`config.mk`:
```
export PLATFORM = sky130hd
export DESIGN_NAME = ngp_imem_loader
export DESIGN_NICKNAME = d
export VERILOG_FILES = /design/src/rtl/ngp_imem_loader.sv
export SDC_FILE = /design/constraint.sdc
export NUM_CORES = 2
export LEC_CHECK = 0
export CORE_ASPECT_RATIO = 0.5
export CORE_MARGIN = 2
export CORE_UTILIZATION = 38
export DETAILED_ROUTE_END_ITERATION = 6
export PLACE_DENSITY = 0.5
export SLEW_MARGIN = 20
export SYNTH_ARGS = -nofsm -noshare
export SYNTH_HDL_FRONTEND = slang
export SYNTH_SLANG_ARGS = --single-unit
```
`constraint.sdc`:
```
create_clock -name clk_i -period 5.3 [get_ports clk_i]
set_clock_uncertainty 0.1 [all_clocks]
set_input_delay 1.06 -clock clk_i [delete_from_list [all_inputs] [get_ports clk_i]]
set_output_delay 1.06 -clock clk_i [all_outputs]
set_load 0.1 [all_outputs]
```
`src/rtl/ngp_imem_loader.sv`:
```
// Instruction memory for ngp_core with a byte-stream program loader.
// Frames are 5A, LEN lo, LEN hi, then LEN little-endian words; core_hold_o stays high until a frame completes.
module ngp_imem_loader #(
    parameter int ADDR_W = 8
) (
    input  logic        clk_i,
    input  logic        rst_i,
    input  logic [15:0] addr_i,
    output logic [15:0] instruction_o,
    input  logic [7:0]  rx_data_i,
    input  logic        rx_valid_i,
    output logic        rx_ready_o,
    output logic        core_hold_o,
    output logic        loading_o,
    output logic        error_o
);

    localparam int          DEPTH    = 2 ** ADDR_W;
    localparam logic [16:0] DEPTH17  = 17'(DEPTH);
    localparam logic [7:0]  START_B  = 8'h5A;

    typedef enum logic [2:0] {
        IDLE,
        LEN_LO,
        LEN_HI,
        DATA_LO,
        DATA_HI,
        RUN,
        ERR
    } state_e;

    state_e            state_q, state_d;
    logic [15:0]       len_q, len_d;
    logic [ADDR_W:0]   wptr_q, wptr_d;
    logic [7:0]        lo_q, lo_d;
    logic [ADDR_W:0]   wptrInc;
    logic [15:0]       fullLen;
    logic              accept;
    logic              memWe;
    logic [15:0]       addrHigh;

    logic [15:0] mem_q [DEPTH];

    always_ff @(posedge clk_i) begin
        if (rst_i) begin
            state_q <= IDLE;
            len_q   <= '0;
            wptr_q  <= '0;
            lo_q    <= '0;
        end else begin
            state_q <= state_d;
            len_q   <= len_d;
            wptr_q  <= wptr_d;
            lo_q    <= lo_d;
        end
    end

    // Memory is deliberately left out of reset so a reload only overwrites words below LEN.
    always_ff @(posedge clk_i) begin
        if (memWe) begin
            mem_q[wptr_q[ADDR_W-1:0]] <= {rx_data_i, lo_q};
        end
    end

    assign accept  = rx_valid_i && rx_ready_o;
    assign wptrInc = wptr_q + 1'b1;
    assign fullLen = {rx_data_i, len_q[7:0]};

    always_comb begin
        state_d = state_q;
        len_d   = len_q;
        wptr_d  = wptr_q;
        lo_d    = lo_q;
        memWe   = 1'b0;
        if (accept) begin
            case (state_q)
                IDLE, RUN: begin
                    if (rx_data_i == START_B) begin
                        state_d = LEN_LO;
                    end
                end
                LEN_LO: begin
                    len_d[7:0] = rx_data_i;
                    state_d    = LEN_HI;
                end
                LEN_HI: begin
                    len_d[15:8] = rx_data_i;
                    wptr_d      = '0;
                    // 17-bit compare so a length of exactly DEPTH is accepted.
                    if (fullLen == 16'd0) begin
                        state_d = RUN;
                    end else if ({1'b0, fullLen} > DEPTH17) begin
                        state_d = ERR;
                    end else begin
                        state_d = DATA_LO;
                    end
                end
                DATA_LO: begin
                    lo_d    = rx_data_i;
                    state_d = DATA_HI;
                end
                DATA_HI: begin
                    memWe  = 1'b1;
                    wptr_d = wptrInc;
                    if (17'(wptrInc) == {1'b0, len_q}) begin
                        state_d = RUN;
                    end else begin
                        state_d = DATA_LO;
                    end
                end
                default: state_d = state_q;
            endcase
        end
    end

    always_comb begin
        rx_ready_o  = 1'b1;
        core_hold_o = 1'b1;
        loading_o   = 1'b0;
        error_o     = 1'b0;
        case (state_q)
            LEN_LO, LEN_HI, DATA_LO, DATA_HI: loading_o = 1'b1;
            RUN: core_hold_o = 1'b0;
            ERR: begin
                rx_ready_o = 1'b0;
                error_o    = 1'b1;
            end
            default: ;
        endcase
    end

    assign addrHigh      = addr_i >> ADDR_W;
    assign instruction_o = (addrHigh == 16'd0) ? mem_q[addr_i[ADDR_W-1:0]] : 16'h0000;

endmodule

```
==> qor.yml <==
status: "complete, but fails checks"
violations: "design-rule violations, negative setup slack"
cp.required_ps: 4140
dpl-instance-area_um2: 174600
wl_per_cell_um: 31.95
final_layout_size_suffix_gt1_share_pct: 28.63
yosysSeqAreaShare_pct: 77.06
drcViolationCount: 1
min_path_cells: 2
r2r-end: "mem_q[13][13]"
ys_warn_count: 0
clk_latency_ps: 950
maxSlewViolCount: 0
reg2reg_depth: 6
critical_path.max_stage_delay_ps: 550
ant_nets: 0
wirelength_um: 469400
dieWidth_um: 923.2
crit_path_end_kind: "output port"
min_path_type: "flip-flop to flip-flop"
grt_usage_pct: 21.35
root_buffer: "clkbuf_16"
cts_tree: "done"
area_growth_pct: 17.96
numCtsBuffers: 382
ir_drop_mv: 0.2664
rows: 168
synth_cell_types: 67
cp_slowest_cell: "a2111oi_4"
hp-start: "len_q[13]"
final_cells: 14690
io_buffers: 46
dpl_worst_slack_ps: -853.2
period_needed_ps: 5603
clk_pin_slew_ps: 60
detail_route.first_pass.iterations: 7
clock-sinks: 4132
synth-seq-cells: 4132
fin_area_um2: 189400
vias: 82810
syn_area_um2: 160500
antenna_found_initial: 33
htree_levels: 5
maxCapViolCount: 0
die_height_um: 463.6
p_leak_nw: 65.60
gp_congestion: 0.8288
clockBufferDepth: 4
grt_pass1_wl_um: 652300
hpwl_um: 284200
grt_max_degree: 162
cellPowerDensity_nw_per_um2: 349.3
synthArstFlopShare_pct: 0
syn_nets: 7784
cts_hold_buf: 0
power_mw: 66.14
avgSynthCellArea_um2: 20.71
overflow: 0
maxSlewHeadroom_pct: 20.06
cp_cell_sequence: "buf_16 -> buf_12 -> buf_12 -> buf_8 -> mux4_2 -> a22o_4 -> a211oi_4 -> a2111oi_4 -> nand4_1 -> buf_4 -> nor4b_4 -> buf_4 -> buf_12"
setup_viol: 8
floorplan.initialDensity_pct: 38.25
cp_top_family: "buffers and inverters"
crit_fanout: 8
finalWorstSetupSlack_ps: -303.2
crit_path_frequent_cell: "buf_12"
path_class: "input port to output port"
synth_top_flop_cell: "edfxtp_1"
worstPathArrival_ps: 4440
synth_top_area_cell: "edfxtp_1"
grt_pass1_vias: 81550
reg2reg_from: "state_q[2]"
max_freq_mhz: 178.5
drtIter0Drc: 9692
fin_crit_sh_pct: 105.7
synth_top_area_share_pct: 76.61
viasPerCell: 5.636
path_buf_inv: 7
tightest_slew_ps: 1199
synthCells: 7753
hold_violations: 0
hold_ws_ps: 399.9
synth_area_leaders: "edfxtp_1 77%, mux4_2 9.3%, mux2i_1 4.7%"
startpoint_type: "input port"
r2r_slack_ps: 1540
synth_edf_count: 4096
pin_count: 47
whs_endpoint: "len_q[13]"
dp.cells: 13920
die_area_um2: 428000
layout.nets: 8804
core-area_um2: 419800
grt_setup_unrepaired: "true"
[stage by stage]
stage / util, % / setup TNS [ps]
2_1_floorplan: - / 0
3_3_place_gp: 41.59 / -9395
5_1_grt: 45.11 / -1091
6_report: 45.11 / -1051
4_1_cts: 44.86 / -2170
3_5_place_dp: 41.59 / -8206
[synth_stat cells (4+ instances only)]
cell       instances
a2111oi_0         31
a211o_1           16
a211oi_1          35
a21oi_1          206
a221oi_1          43
a22o_1            30
a22oi_1           64
and2_1             8
and3_1            21
buf_1             21
buf_12            21
buf_2             82
buf_4             34
buf_6             57
buf_8             30
clkbuf_1         224
dfxtp_1           36
edfxtp_1        4096
ha_1               4
inv_1              8
mux2i_1          750
mux4_1            13
mux4_2           665
nand2_1          154
nand2b_1          37
nand3_1           19
nand3b_1           4
nand4_1           34
nor2_1           301
nor2b_1           11
nor3_1             9
nor3b_1            5
nor4_1            23
nor4b_2           15
o21ai_0          106
o221ai_1         273
o221ai_2          13
o22ai_1          108
o2bb2ai_1         14
o31ai_1            4
o32ai_1           49
or2_2             29
xnor2_1            7
xor2_1             7
[layout make-up]
class                   count  area [µm²]
inverters                  11       51.30
flip-flops and latches   4132      123700
clock inverters           209        1795
clock buffers             475       10170
repair buffers           1105       11270
fillers                 35520      230400
well taps                5610        7019
diodes                     10       25.02
multi-input cells        3141       35290
[logic make-up (layout without fill, tap and decap cells)]
family	after synthesis	after routing	share of synthesized area [%]
other cells	0	10	0
compound gates	1006	1006	4.556
mux	1430	1430	14.23
flops	4132	4132	77.06
xor+xnor	16	16	0.1044
fa+ha+maj	4	4	0.03118
simple gates	685	685	2.060
buf+inv	480	1800	1.955
[worst reg2reg max path: cells and delay by family, from the launching register on]
kind	cells	cell delay, ps
simple gates	5	2500
flops	1	520
buf+inv	1	320
[routing by layer]
layer,vias up,global-route usage (%),routed length [µm]
met3,517,3.172,30630
met1,44840,31.99,210600
met5,-,0,13
met2,2726,33.39,217700
li1,34720,-,-
met4,2,4.397,10480
[where the power goes]
group / internal [mW] / switching, mW / leakage, nW / total (mW)
combinational: 1.27 / 1.95 / 18.0 / 3.21
clock: 15.0 / 12.3 / 5.87 / 27.3
sequential: 35.6 / 0.0142 / 41.7 / 35.7
[cell usage in the layout (no fill, tap or decap), types with 90 or more instances in the layout]
cell type / n
buf_12: 123
clkinv_1: 90
o22ai_1: 107
a21oi_1: 198
clkbuf_16: 401
nand2_1: 138
o221ai_1: 244
mux2i_1: 745
o21ai_0: 91
buf_4: 841
edfxtp_1: 4096
mux4_2: 665
nor2_1: 219
[sequential cells by signal (all words and copies together) (netlist names)]
| register | flops |
|---|---|
| mem_q | 4096 |
| lo_q | 8 |
| len_q | 16 |
| wptr_q | 9 |
| state_q | 3 |
[worst max path at each step]
| stage | start | to | slack [ps] | depth (start not counted) |
|---|---|---|---|---|
| floorplan | addr_i[0] | instruction_o[12] | 410 | 11 |
| global placement | addr_i[6] | instruction_o[6] | -900 | 12 |
| detailed placement | addr_i[6] | instruction_o[4] | -850 | 16 |
| CTS | addr_i[0] | instruction_o[8] | -290 | 12 |
| global route | addr_i[0] | instruction_o[12] | -270 | 13 |
| finish | addr_i[0] | instruction_o[12] | -300 | 13 |
[repair_timing]
item	4_1_cts	5_1_grt
pin swaps	43	48
setup buffers	31	25
gates cloned	14	9
setup endpoints to repair	16	16
gates resized for setup	190	121
Note: power is estimated with default switching activity, not from simulation.
